[src/rtl/alu_seq.sv]
// Registered ALU with Z/N/C/V flags, valid/ready handshake and an iterative
// shift-add unsigned multiplier (WIDTH cycles) behind a two-state FSM.
module alu_seq #(
  parameter int unsigned WIDTH  = 16,
  parameter int unsigned SHW    = $clog2(WIDTH),
  parameter int unsigned MUL_EN = 1
) (
  input  logic             clk,
  input  logic             reset,
  input  logic             in_valid,
  output logic             in_ready,
  input  logic [WIDTH-1:0] num1,
  input  logic [WIDTH-1:0] num2,
  input  logic [3:0]       opcode,
  output logic             out_valid,
  output logic [WIDTH-1:0] result,
  output logic [WIDTH-1:0] result_hi,
  output logic [3:0]       flags
);

  localparam logic [3:0] OpAdd = 4'b0001;
  localparam logic [3:0] OpSub = 4'b0010;
  localparam logic [3:0] OpAnd = 4'b0011;
  localparam logic [3:0] OpOr  = 4'b0100;
  localparam logic [3:0] OpXor = 4'b0101;
  localparam logic [3:0] OpNot = 4'b0110;
  localparam logic [3:0] OpClr = 4'b0111;
  localparam logic [3:0] OpShl = 4'b1000;
  localparam logic [3:0] OpShr = 4'b1001;
  localparam logic [3:0] OpAsr = 4'b1010;
  localparam logic [3:0] OpMul = 4'b1011;

  localparam logic [WIDTH-1:0] CntInit = WIDTH'(WIDTH);
  localparam logic [WIDTH-1:0] CntLast = WIDTH'(1);

  typedef enum logic [0:0] {StIdle, StMul} state_e;

  state_e             state_q, state_d;
  logic [WIDTH-1:0]   res_q, res_d;
  logic [WIDTH-1:0]   hi_q, hi_d;
  logic [3:0]         flags_q, flags_d;
  logic               ov_q, ov_d;
  logic [2*WIDTH-1:0] acc_q, acc_d;
  logic [2*WIDTH-1:0] mcand_q, mcand_d;
  logic [WIDTH-1:0]   mplier_q, mplier_d;
  logic [WIDTH-1:0]   cnt_q, cnt_d;

  logic [WIDTH-1:0]   alu_res;
  logic               alu_c;
  logic               alu_v;
  logic [WIDTH:0]     ext;
  logic [SHW-1:0]     sh_amt;
  logic [2*WIDTH-1:0] acc_next;
  logic               accept;
  logic               is_mul;

  assign sh_amt = num2[SHW-1:0];
  assign accept = in_valid & in_ready;
  assign is_mul = (MUL_EN != 0) && (opcode == OpMul);

  // Single-cycle datapath; ext carries the extra bit used for carry/borrow/shift-out.
  always_comb begin
    alu_res = num1;
    alu_c   = 1'b0;
    alu_v   = 1'b0;
    ext     = '0;
    case (opcode)
      OpAdd: begin
        ext     = {1'b0, num1} + {1'b0, num2};
        alu_res = ext[WIDTH-1:0];
        alu_c   = ext[WIDTH];
        alu_v   = (num1[WIDTH-1] == num2[WIDTH-1]) && (ext[WIDTH-1] != num1[WIDTH-1]);
      end
      OpSub: begin
        ext     = {1'b0, num1} - {1'b0, num2};
        alu_res = ext[WIDTH-1:0];
        alu_c   = ext[WIDTH];
        alu_v   = (num1[WIDTH-1] != num2[WIDTH-1]) && (ext[WIDTH-1] != num1[WIDTH-1]);
      end
      OpAnd: alu_res = num1 & num2;
      OpOr:  alu_res = num1 | num2;
      OpXor: alu_res = num1 ^ num2;
      OpNot: alu_res = ~num1;
      OpClr: alu_res = '0;
      OpShl: begin
        ext     = {1'b0, num1} << sh_amt;
        alu_res = ext[WIDTH-1:0];
        alu_c   = ext[WIDTH];
      end
      OpShr: begin
        ext     = {num1, 1'b0} >> sh_amt;
        alu_res = ext[WIDTH:1];
        alu_c   = ext[0];
      end
      OpAsr: begin
        ext     = $unsigned($signed({num1, 1'b0}) >>> sh_amt);
        alu_res = ext[WIDTH:1];
        alu_c   = ext[0];
      end
      default: alu_res = num1;
    endcase
  end

  always_comb begin
    state_d  = state_q;
    res_d    = res_q;
    hi_d     = hi_q;
    flags_d  = flags_q;
    ov_d     = 1'b0;
    acc_d    = acc_q;
    mcand_d  = mcand_q;
    mplier_d = mplier_q;
    cnt_d    = cnt_q;
    acc_next = acc_q + (mplier_q[0] ? mcand_q : '0);
    case (state_q)
      StIdle: begin
        if (accept) begin
          if (is_mul) begin
            state_d  = StMul;
            acc_d    = '0;
            mcand_d  = {{WIDTH{1'b0}}, num1};
            mplier_d = num2;
            cnt_d    = CntInit;
          end else begin
            res_d   = alu_res;
            hi_d    = '0;
            flags_d = {alu_res == '0, alu_res[WIDTH-1], alu_c, alu_v};
            ov_d    = 1'b1;
          end
        end
      end
      StMul: begin
        acc_d    = acc_next;
        mcand_d  = mcand_q << 1;
        mplier_d = mplier_q >> 1;
        cnt_d    = cnt_q - CntLast;
        if (cnt_q == CntLast) begin
          state_d = StIdle;
          res_d   = acc_next[WIDTH-1:0];
          hi_d    = acc_next[2*WIDTH-1:WIDTH];
          flags_d = {acc_next[WIDTH-1:0] == '0, acc_next[WIDTH-1],
                     acc_next[2*WIDTH-1:WIDTH] != '0, 1'b0};
          ov_d    = 1'b1;
        end
      end
      default: state_d = StIdle;
    endcase
  end

  always_ff @(posedge clk or posedge reset) begin
    if (reset) begin
      state_q  <= StIdle;
      res_q    <= '0;
      hi_q     <= '0;
      flags_q  <= '0;
      ov_q     <= 1'b0;
      acc_q    <= '0;
      mcand_q  <= '0;
      mplier_q <= '0;
      cnt_q    <= '0;
    end else begin
      state_q  <= state_d;
      res_q    <= res_d;
      hi_q     <= hi_d;
      flags_q  <= flags_d;
      ov_q     <= ov_d;
      acc_q    <= acc_d;
      mcand_q  <= mcand_d;
      mplier_q <= mplier_d;
      cnt_q    <= cnt_d;
    end
  end

  assign in_ready  = (state_q == StIdle);
  assign out_valid = ov_q;
  assign result    = res_q;
  assign result_hi = hi_q;
  assign flags     = flags_q;

endmodule

[config.mk]
export PLATFORM = sky130hd
export DESIGN_NAME = alu_seq
export DESIGN_NICKNAME = d
export VERILOG_FILES = /design/src/rtl/alu_seq.sv
export SDC_FILE = /design/constraint.sdc
export NUM_CORES = 1
export LEC_CHECK = 0
export CORE_UTILIZATION = 50
export DETAILED_ROUTE_END_ITERATION = 7
export DONT_BUFFER_PORTS = 1
export GPL_TIMING_DRIVEN = 0
export SLEW_MARGIN = 20
export SYNTH_ARGS = -nofsm -noshare
export SYNTH_HDL_FRONTEND = slang
export SYNTH_SLANG_ARGS = --single-unit
[constraint.sdc]
create_clock -name clk -period 5.8 [get_ports clk]
set_input_delay 1.16 -clock clk [delete_from_list [all_inputs] [get_ports clk]]
set_output_delay 1.16 -clock clk [all_outputs]
set_load 0.02 [all_outputs]
==> metrics <==
outcome complete, no violations; post-synthesis cell count 1578; initial DRC count 1646; initial antenna violation count 0; Main synth FF type dfrtp_1; antenna-violating nets left 0; Switching Fraction 0.462; pwr/cell area 355 nW/um2; CTS tree done; ratio of cells with drive above 1 in the final layout 0.0738; number of synthesized register bits 133; gr usage total 0.386; Final #Nets 1726; I/O pin cnt 77; Routed WL 49.0 mm; first-pass GRT wire length 74.8 mm; setup TNS 0 ns; clk slew on worst S/H paths 0.06 ns; clock root cell clkbuf_16; vias in the first global route 12200; Logic pwr share 0.433; final setup fails 0; CP endpoint kind register; Max Fanout on Critical Path 11; Avg WL per Cell 25.3 um; worst-case vdd ir drop 290 uV; DIE AREA 25500 um2; Synth Area per Inst 7.89 um2; die width 160 um; clk_skew 0.0178 ns; H-Tree Level Count 4; ranking of synthesized cells by area dfrtp_1 (27%), ha_1 (8.5%), nand2_1 (7.1%); Skew-Pair Late Insertion Delay 0.43 ns; worst hold path type register to register; Die H 160 um; 1st-pass router iterations 6; fin cells 1936; Detail Placement HPWL 38.5 mm; CORE AREA 24400 um2; post-layout util 0.553; Clock Path Buffers 2; NetSw 2.22 mW; RePlAce Congestion 1.02; Distinct cells, synth 84; crit share post-route 0.948; Total Power 4.80 mW; Starting Density 0.511; DR vias 13000; register area share after synthesis 0.267; clock buffer count from CTS 17; Ant. Diodes 0; WS Path Type primary input to register; setup bufs post-CTS 0; largest net degree at the start of global routing 94; Yosys warnings 0; Syn-to-layout area delta 8.37%; Placed Cells incl. Taps 1904; standard-cell row count 57; vias per inst 6.69; Async S/R FF share, synth 1.00; Synth Net Count 1705; Slew headroom 0.285; Worst-Margin Slew 1.07 ns; count of port buffers added during placement 0; Synth top area share 0.267; Yosys top cell by area dfrtp_1; CTS Sinks 133; Leak 5.95 nW; minimum clock period 5.50 ns; DR DRC count 0; WP data required 6.15 ns; gr ovfl total 0; endpoints failing hold 0; post-synthesis cell area 12500 um2; Max Slew Vio Count 0; worst path arrival time 5.85 ns; Seq pwr share 0.341; clock share of power 0.226; number of max-cap violations 0; Post-synth EDFFs 0; critical path launch point type primary input; RSZ-0062 raised after global routing false; P_int 2.58 mW; Max Clk Rate 182 MHz
[cell usage in the layout (no fill, tap or decap), types with 34 or more instances in the layout]
cell / instances
clkbuf_1: 87
and2_1: 40
a21oi_1: 110
inv_1: 66
o21ai_0: 138
nor2_1: 125
nor3_1: 34
dfrtp_1: 133
nand2_1: 237
ha_1: 85
[worst paths after layout]
kind,endpoint,cells past startpoint,from,slack (ns)
max in group asynchronous,flags[2],2,reset,4.47
min in group asynchronous,cnt_q[14],1,reset,0.55
min,acc_q[17],2,acc_q[17],0.49
min reg2reg,acc_q[17],2,acc_q[17],0.49
max reg2reg,flags[1],14,mplier_q[0],1.31
max,flags[2],14,num2[2],0.30
[registers in the layout, indices dropped and copies added, names as in the netlist, 4 cells and up]
| signal | cells |
|---|---|
| acc_q | 32 |
| result | 15 |
| flags | 4 |
| cnt_q | 16 |
| result_hi | 16 |
| mplier_q | 16 |
| mcand_q | 32 |
[per-layer routing]
layer / share of wire / up-vias / GRT usage
met2: 0.41 / 778 / 0.547
li1: - / 5775 / -
met3: 0.12 / 98 / 0.113
met1: 0.44 / 6300 / 0.552
met4: 0.034 / 2 / 0.136
met5: 0.0020 / - / 0.0284
[area by class of cell]
cell class	count	area [um2]
Fill cell	2344	10900
Multi-Input combinational cell	1263	8420
Sequential cell	133	3330
Buffer	113	468
Clock buffer	18	439
Tap cell	324	405
Inverter	69	270
Clock inverter	14	140
Timing Repair Buffer	2	32.5
[cells in the mapped netlist (10+ instances only)]
cell type	n
clkbuf_1	87
a31oi_1	19
buf_2	12
nand3_1	26
a22oi_1	14
o21a_1	12
xnor2_1	26
a21oi_1	110
ha_1	85
nand2b_1	18
mux4_2	29
inv_1	67
a22o_1	11
mux2i_1	26
o21ai_0	138
a221oi_1	10
dfrtp_1	133
a211oi_1	15
o211ai_1	20
and3_1	16
xor2_1	11
and2_1	40
buf_1	10
nand2_1	237
nand4_1	12
nor3_1	34
o22ai_1	15
nor2b_1	16
nor2_1	125
a21o_1	26
[metrics by stage]
| step | worst slack (ns) | hold WS [ns] | area, um2 |
|---|---|---|---|
| detailed placement | -0.288 | 0.471 | 12900 |
| finish | 0.301 | 0.486 | 13500 |
| floorplan | 1.09 | 0.450 | 12500 |
| global placement | -0.450 | 0.463 | 12900 |
| global route | 0.153 | 0.506 | 13500 |
| CTS | 0.0716 | 0.489 | 13500 |
[critical path: stages]
cell,delay (ns)
clkbuf_2,0.28
clkinvlp_4,0.30
clkbuf_1,0.42
ha_1,0.56
nor3_1,0.10
a2111oi_2,0.69
or4_1,0.29
a211oi_1,0.12
o311ai_1,0.43
nand2_1,0.18
o41ai_1,0.43
nor3_1,0.12
or4_1,0.56
a31oi_1,0.20
[power groups by stage]
stage | sequential (mW) | combinational [mW] | clock [mW]
floorplan | 1.57 | 1.42 | 0
global placement | 1.64 | 1.97 | 0
detailed placement | 1.65 | 2.01 | 0
CTS | 1.64 | 2.03 | 1.09
global route | 1.68 | 2.28 | 1.13
finish | 1.64 | 2.08 | 1.08
[kinds of logic (layout without fill, tap and decap cells)]
| family | after synthesis | count (layout) | share of synthesized area |
|---|---|---|---|
| compound gates | 493 | 493 | 0.256 |
| mux | 62 | 62 | 0.0797 |
| buf+inv | 182 | 216 | 0.0583 |
| fa+ha+maj | 88 | 88 | 0.0902 |
| flops | 133 | 133 | 0.267 |
| simple gates | 583 | 583 | 0.222 |
| xor+xnor | 37 | 37 | 0.0260 |
[timing repair]
item | 4_1_cts | 5_1_grt
setup endpoints to repair | 0 | 3
hold buffers | 0 | 0
gates resized for setup | 0 | 3
Power figures use the tool's default switching activity.
